`config.mk`:
```
export PLATFORM = sky130hd
export DESIGN_NAME = flag_gen_sequencer
export DESIGN_NICKNAME = d
export VERILOG_FILES = /design/src/rtl/flag_gen_sequencer.sv
export SDC_FILE = /design/constraint.sdc
export NUM_CORES = 1
export LEC_CHECK = 0
export CORE_MARGIN = 1
export CORE_UTILIZATION = 42
export DETAILED_ROUTE_END_ITERATION = 16
export PLACE_DENSITY_LB_ADDON = 0.15
export SYNTH_ARGS = -nofsm -noshare
export SYNTH_HDL_FRONTEND = slang
export SYNTH_SLANG_ARGS = --single-unit
```
`constraint.sdc`:
```
create_clock -name clk -period 13.65 [get_ports clk]
set_clock_uncertainty 0.05 [all_clocks]
set_input_delay 2.73 -clock clk [delete_from_list [all_inputs] [get_ports clk]]
set_output_delay 2.73 -clock clk [all_outputs]
set_load 0.01 [all_outputs]
```
`src/rtl/flag_gen_sequencer.sv`:
```
// Frame-level controller for flag_generator: accepts and validates one image
// configuration, holds it for the frame, meters one frame of samples in, then waits for last_i.
module flag_gen_sequencer #(
  parameter int unsigned DATA_WIDTH           = 16,
  parameter int unsigned MAX_BLOCK_SAMPLE_LOG = 4,
  parameter int unsigned MAX_BLOCK_LINE_LOG   = 4,
  parameter int unsigned MAX_IMAGE_SAMPLE_LOG = 12,
  parameter int unsigned MAX_IMAGE_LINE_LOG   = 12,
  parameter int unsigned MAX_IMAGE_BAND_LOG   = 12
) (
  input  logic                            clk,
  input  logic                            rst,

  input  logic                            cfg_valid,
  output logic                            cfg_ready,
  input  logic [MAX_BLOCK_SAMPLE_LOG-1:0] cfg_block_samples,
  input  logic [MAX_BLOCK_LINE_LOG-1:0]   cfg_block_lines,
  input  logic [MAX_IMAGE_SAMPLE_LOG-1:0] cfg_image_samples,
  input  logic [MAX_IMAGE_LINE_LOG-1:0]   cfg_image_lines,
  input  logic [MAX_IMAGE_BAND_LOG-1:0]   cfg_image_bands,

  output logic [MAX_BLOCK_SAMPLE_LOG-1:0] config_block_samples,
  output logic [MAX_BLOCK_LINE_LOG-1:0]   config_block_lines,
  output logic [MAX_IMAGE_SAMPLE_LOG-1:0] config_image_samples,
  output logic [MAX_IMAGE_LINE_LOG-1:0]   config_image_lines,
  output logic [MAX_IMAGE_BAND_LOG-1:0]   config_image_bands,

  input  logic [DATA_WIDTH-1:0]           in_data,
  input  logic                            in_valid,
  output logic                            in_ready,

  output logic [DATA_WIDTH-1:0]           fg_input_data,
  output logic                            fg_input_valid,
  input  logic                            fg_input_ready,

  input  logic                            fg_output_valid,
  input  logic                            fg_output_ready,
  input  logic                            fg_output_last_i,

  output logic                            busy,
  output logic                            done,
  output logic                            error
);

  localparam int unsigned TOTAL_W =
    MAX_IMAGE_SAMPLE_LOG + MAX_IMAGE_LINE_LOG + MAX_IMAGE_BAND_LOG + 1;
  localparam logic [TOTAL_W-1:0] ONE = {{(TOTAL_W-1){1'b0}}, 1'b1};

  typedef enum logic [1:0] {
    IDLE,
    CHECK,
    FEED,
    WAIT_OUT
  } state_t;

  state_t             state;
  logic [TOTAL_W-1:0] total;
  logic [TOTAL_W-1:0] in_count;
  logic [TOTAL_W-1:0] frame_size;
  logic               cfg_ok;
  logic               in_hs;
  logic               last_hs;

  // Validation and sizing use the latched config so the upstream bus may move after the handshake.
  assign cfg_ok = (TOTAL_W'(config_block_samples) <= TOTAL_W'(config_image_samples)) &&
                  (TOTAL_W'(config_block_lines)   <= TOTAL_W'(config_image_lines));

  assign frame_size = (TOTAL_W'(config_image_samples) + ONE) *
                      (TOTAL_W'(config_image_lines)   + ONE) *
                      (TOTAL_W'(config_image_bands)   + ONE);

  assign in_hs   = (state == FEED) && in_valid && fg_input_ready;
  assign last_hs = fg_output_valid && fg_output_ready && fg_output_last_i;

  // Input path is a zero-latency gate: open only while the frame is being fed.
  assign cfg_ready      = (state == IDLE);
  assign in_ready       = (state == FEED) && fg_input_ready;
  assign fg_input_valid = (state == FEED) && in_valid;
  assign fg_input_data  = in_data;

  always_ff @(posedge clk or negedge rst) begin
    if (!rst) begin
      state                <= IDLE;
      config_block_samples <= '0;
      config_block_lines   <= '0;
      config_image_samples <= '0;
      config_image_lines   <= '0;
      config_image_bands   <= '0;
      total                <= '0;
      in_count             <= '0;
      busy                 <= 1'b0;
      done                 <= 1'b0;
      error                <= 1'b0;
    end else begin
      done  <= 1'b0;
      error <= 1'b0;
      case (state)
        IDLE: begin
          if (cfg_valid) begin
            config_block_samples <= cfg_block_samples;
            config_block_lines   <= cfg_block_lines;
            config_image_samples <= cfg_image_samples;
            config_image_lines   <= cfg_image_lines;
            config_image_bands   <= cfg_image_bands;
            state                <= CHECK;
            busy                 <= 1'b1;
          end
        end
        CHECK: begin
          if (cfg_ok) begin
            total    <= frame_size;
            in_count <= '0;
            state    <= FEED;
          end else begin
            error <= 1'b1;
            state <= IDLE;
            busy  <= 1'b0;
          end
        end
        FEED: begin
          // An early last_i means the generator is out of step with this frame.
          if (last_hs) begin
            error <= 1'b1;
            state <= IDLE;
            busy  <= 1'b0;
          end else if (in_hs) begin
            in_count <= in_count + ONE;
            if (in_count == total - ONE) begin
              state <= WAIT_OUT;
            end
          end
        end
        WAIT_OUT: begin
          if (last_hs) begin
            done  <= 1'b1;
            state <= IDLE;
            busy  <= 1'b0;
          end
        end
        default: begin
          state <= IDLE;
          busy  <= 1'b0;
        end
      endcase
    end
  end

endmodule

```
==> results.cfg <==
[placement]
routabilityCongestion = 0.918
port_buffers = 101
post-dp-hpwl_um = 55500

[grt]
overflow = 0
global_route.usage.met3_pct = 3.05
first_global_vias = 19200
use_met2_pct = 42.4
met1_usage_pct = 33.9
antenna_found_initial = 1
grt_usage_pct = 24.9
grt_max_degree = 73
gr-max-usage-layer = met2
grt_pass1_wl_um = 108000

[floorplanning]
num_rows = 85
initial_core_util_pct = 42.8
die_x_um = 237
fp.coreArea_sq_um = 54200
die_y_um = 237
die-area_sq_um = 56200
io_pins = 134

[critical_path]
max_stage_delay_ps = 620
cp_max_fo = 13
critPathCaptureType = flip-flop
worst_setup_path_start_kind = flip-flop
worstSetupPathType = flip-flop to flip-flop
cp_common_cell = fa_1
cp_data_required_time_ps = 13950
critPathSlowestCell = fa_1
arrival_ps = 12990

[detailed_routing]
wirelength_um = 67400
ant_nets = 0
vias = 18400
drc = 0
first_pass_iters = 7
drt_first_iter_violations = 984
wire_per_inst_um = 19.8
vias_per_cell = 5.40

[logic_synthesis]
ys_ff_latch = 123
synth_cell_types = 78
synth_area_sq_um = 23200
yosys-top-cells-area = fa_1 33%, dfrtp_1 13%, ha_1 8.8%
synth-edff-count = 0
yosysWarnings = 0
yosysTopAreaCell = fa_1
ys_seq_area_share_pct = 13.3
synth_top_flop_cell = dfrtp_1
synth_fp_nets = 3257
avgSynthCellArea_sq_um = 8.79
async_flop_share_pct = 100
synthCells = 2642
synth_top_area_share_pct = 33.1

[timing]
finalHoldViolations = 0
drv_slew = 0
tightestPinTransition_ps = 1140
slew_headroom_pct = 23.6
rsz0062_at_grt = no
setup_viol = 0
setup_tns_ps = 0
min_period_ps = 12690
clock.fmax_ghz = 0.0788
fin_crit_sh_pct = 93.0

[clock_tree]
cts_resized = 0
h-tree-depth = 4
clockBufferDepth = 2
clock_sinks = 123
clk_root_buffer_cell = clkbuf_16
cts_tree = done
cts_setup_buffers = 0
clock_latency_ps = 470
ctsHoldBuffers = 0
cts.reportedPaths.clkPinSlew_ps = 70
cts_buffers = 17

[final_layout]
final_layout_size_suffix_gt1_share_pct = 6.27
fillers = 5266
syn_to_final_growth_pct = 10.2
multi_input_area_sq_um = 18000
antenna_cells = 0
final_cell_mix = 438 x inv_1, 384 x fa_1, 346 x nand2_1, 231 x nor2_1, 163 x ha_1
layout_commonest_cell = inv_1
seq_area_sq_um = 3080
nets = 3315

[flow_run]
drv_cap = 0

[status]
status = complete, no violations

[worst_hold_path]
hold_path.class = flip-flop to flip-flop
[critical path, delay by kind of cell, from the launching register on]
kind | cells | cell delay (ps)
adders and majority gates | 13 | 6040
DFF | 1 | 440
xor gates and xnor gates | 1 | 590
buffers and inverters | 5 | 270
and+or+nand+nor | 10 | 2300
AOI/OAI and AO/OA | 13 | 2860
[layer usage]
metal	wire length (um)	share of wire, %
met4	1030	1.5
met5	0	0
met2	33000	49
met1	30500	45
met3	2830	4.2
[logic make-up after synthesis]
| group | synth area share, % |
|---|---|
| flip-flops | 13.3 |
| buffers and inverters | 9.44 |
| multiplexers | 2.39 |
| AND/OR/NAND/NOR | 18.9 |
| adder cells (fa/ha/maj) | 41.9 |
| XOR/XNOR | 6.85 |
| AO/OA/AOI/OAI | 7.26 |
[final timing paths]
| kind | slack (ps) | cells past startpoint | to | from |
|---|---|---|---|---|
| max | 960 | 42 | total[34]$_DFFE_PN0P_ | config_image_samples[1]$_DFFE_PN0P_ |
| min | 480 | 2 | total[5]$_DFFE_PN0P_ | total[5]$_DFFE_PN0P_ |
| max reg2reg | 960 | 42 | total[34]$_DFFE_PN0P_ | config_image_samples[1]$_DFFE_PN0P_ |
| min reg2reg | 480 | 2 | total[5]$_DFFE_PN0P_ | total[5]$_DFFE_PN0P_ |
| max in group asynchronous | 9990 | 2 | config_image_samples[9]$_DFFE_PN0P_ | rst |
| min in group asynchronous | 2230 | 1 | config_image_bands[5]$_DFFE_PN0P_ | rst |
[synthesized netlist by cell type (15+ instances only)]
| cell type | instances |
|---|---|
| and3_1 | 33 |
| nor4_1 | 20 |
| nor2_1 | 231 |
| mux2_2 | 44 |
| xor2_1 | 70 |
| dfrtp_1 | 123 |
| inv_1 | 438 |
| nand3_1 | 39 |
| o21ai_0 | 77 |
| clkbuf_1 | 88 |
| nand2_1 | 347 |
| nor2b_1 | 18 |
| a21oi_1 | 58 |
| ha_1 | 163 |
| or3_1 | 31 |
| nand2b_1 | 46 |
| and2_1 | 36 |
| a21o_1 | 35 |
| nor3_1 | 44 |
| or4_1 | 15 |
| fa_1 | 384 |
| buf_4 | 17 |
| xnor2_1 | 109 |
[layout make-up]
type                    instances  share of cell area, %
multi-input cells            1964                   70.3
flip-flops and latches        123                   12.0
inverters                     439                   6.44
repair buffers                155                   5.54
well taps                     696                   3.40
clock buffers                  17                   1.66
clock inverters                15                  0.587
[sequential cells by signal (all words and copies together), names as in the netlist]
signal                count
config_block_samples      4
config_image_samples     12
in_count                 37
config_image_lines       12
config_block_lines        4
config_image_bands       12
error                     1
done                      1
state                     2
busy                      1
total                    37
[stage by stage]
stage          hold WS (ps)  cells  area, sq um  worst slack [ps]  utilization [%]
4_1_cts                 481   3409        25600               980             47.2
2_1_floorplan           419   2642        23200              1970                -
6_report                480   3409        25600               962             47.2
3_3_place_gp            456   3377        25000              1390             46.1
5_1_grt                 530   3409        25600               193             47.2
3_5_place_dp            462   3377        25000               993             46.1
Power is not shown: default switching activity piles up to over one toggle a cycle in this logic, so the estimate is an artifact.
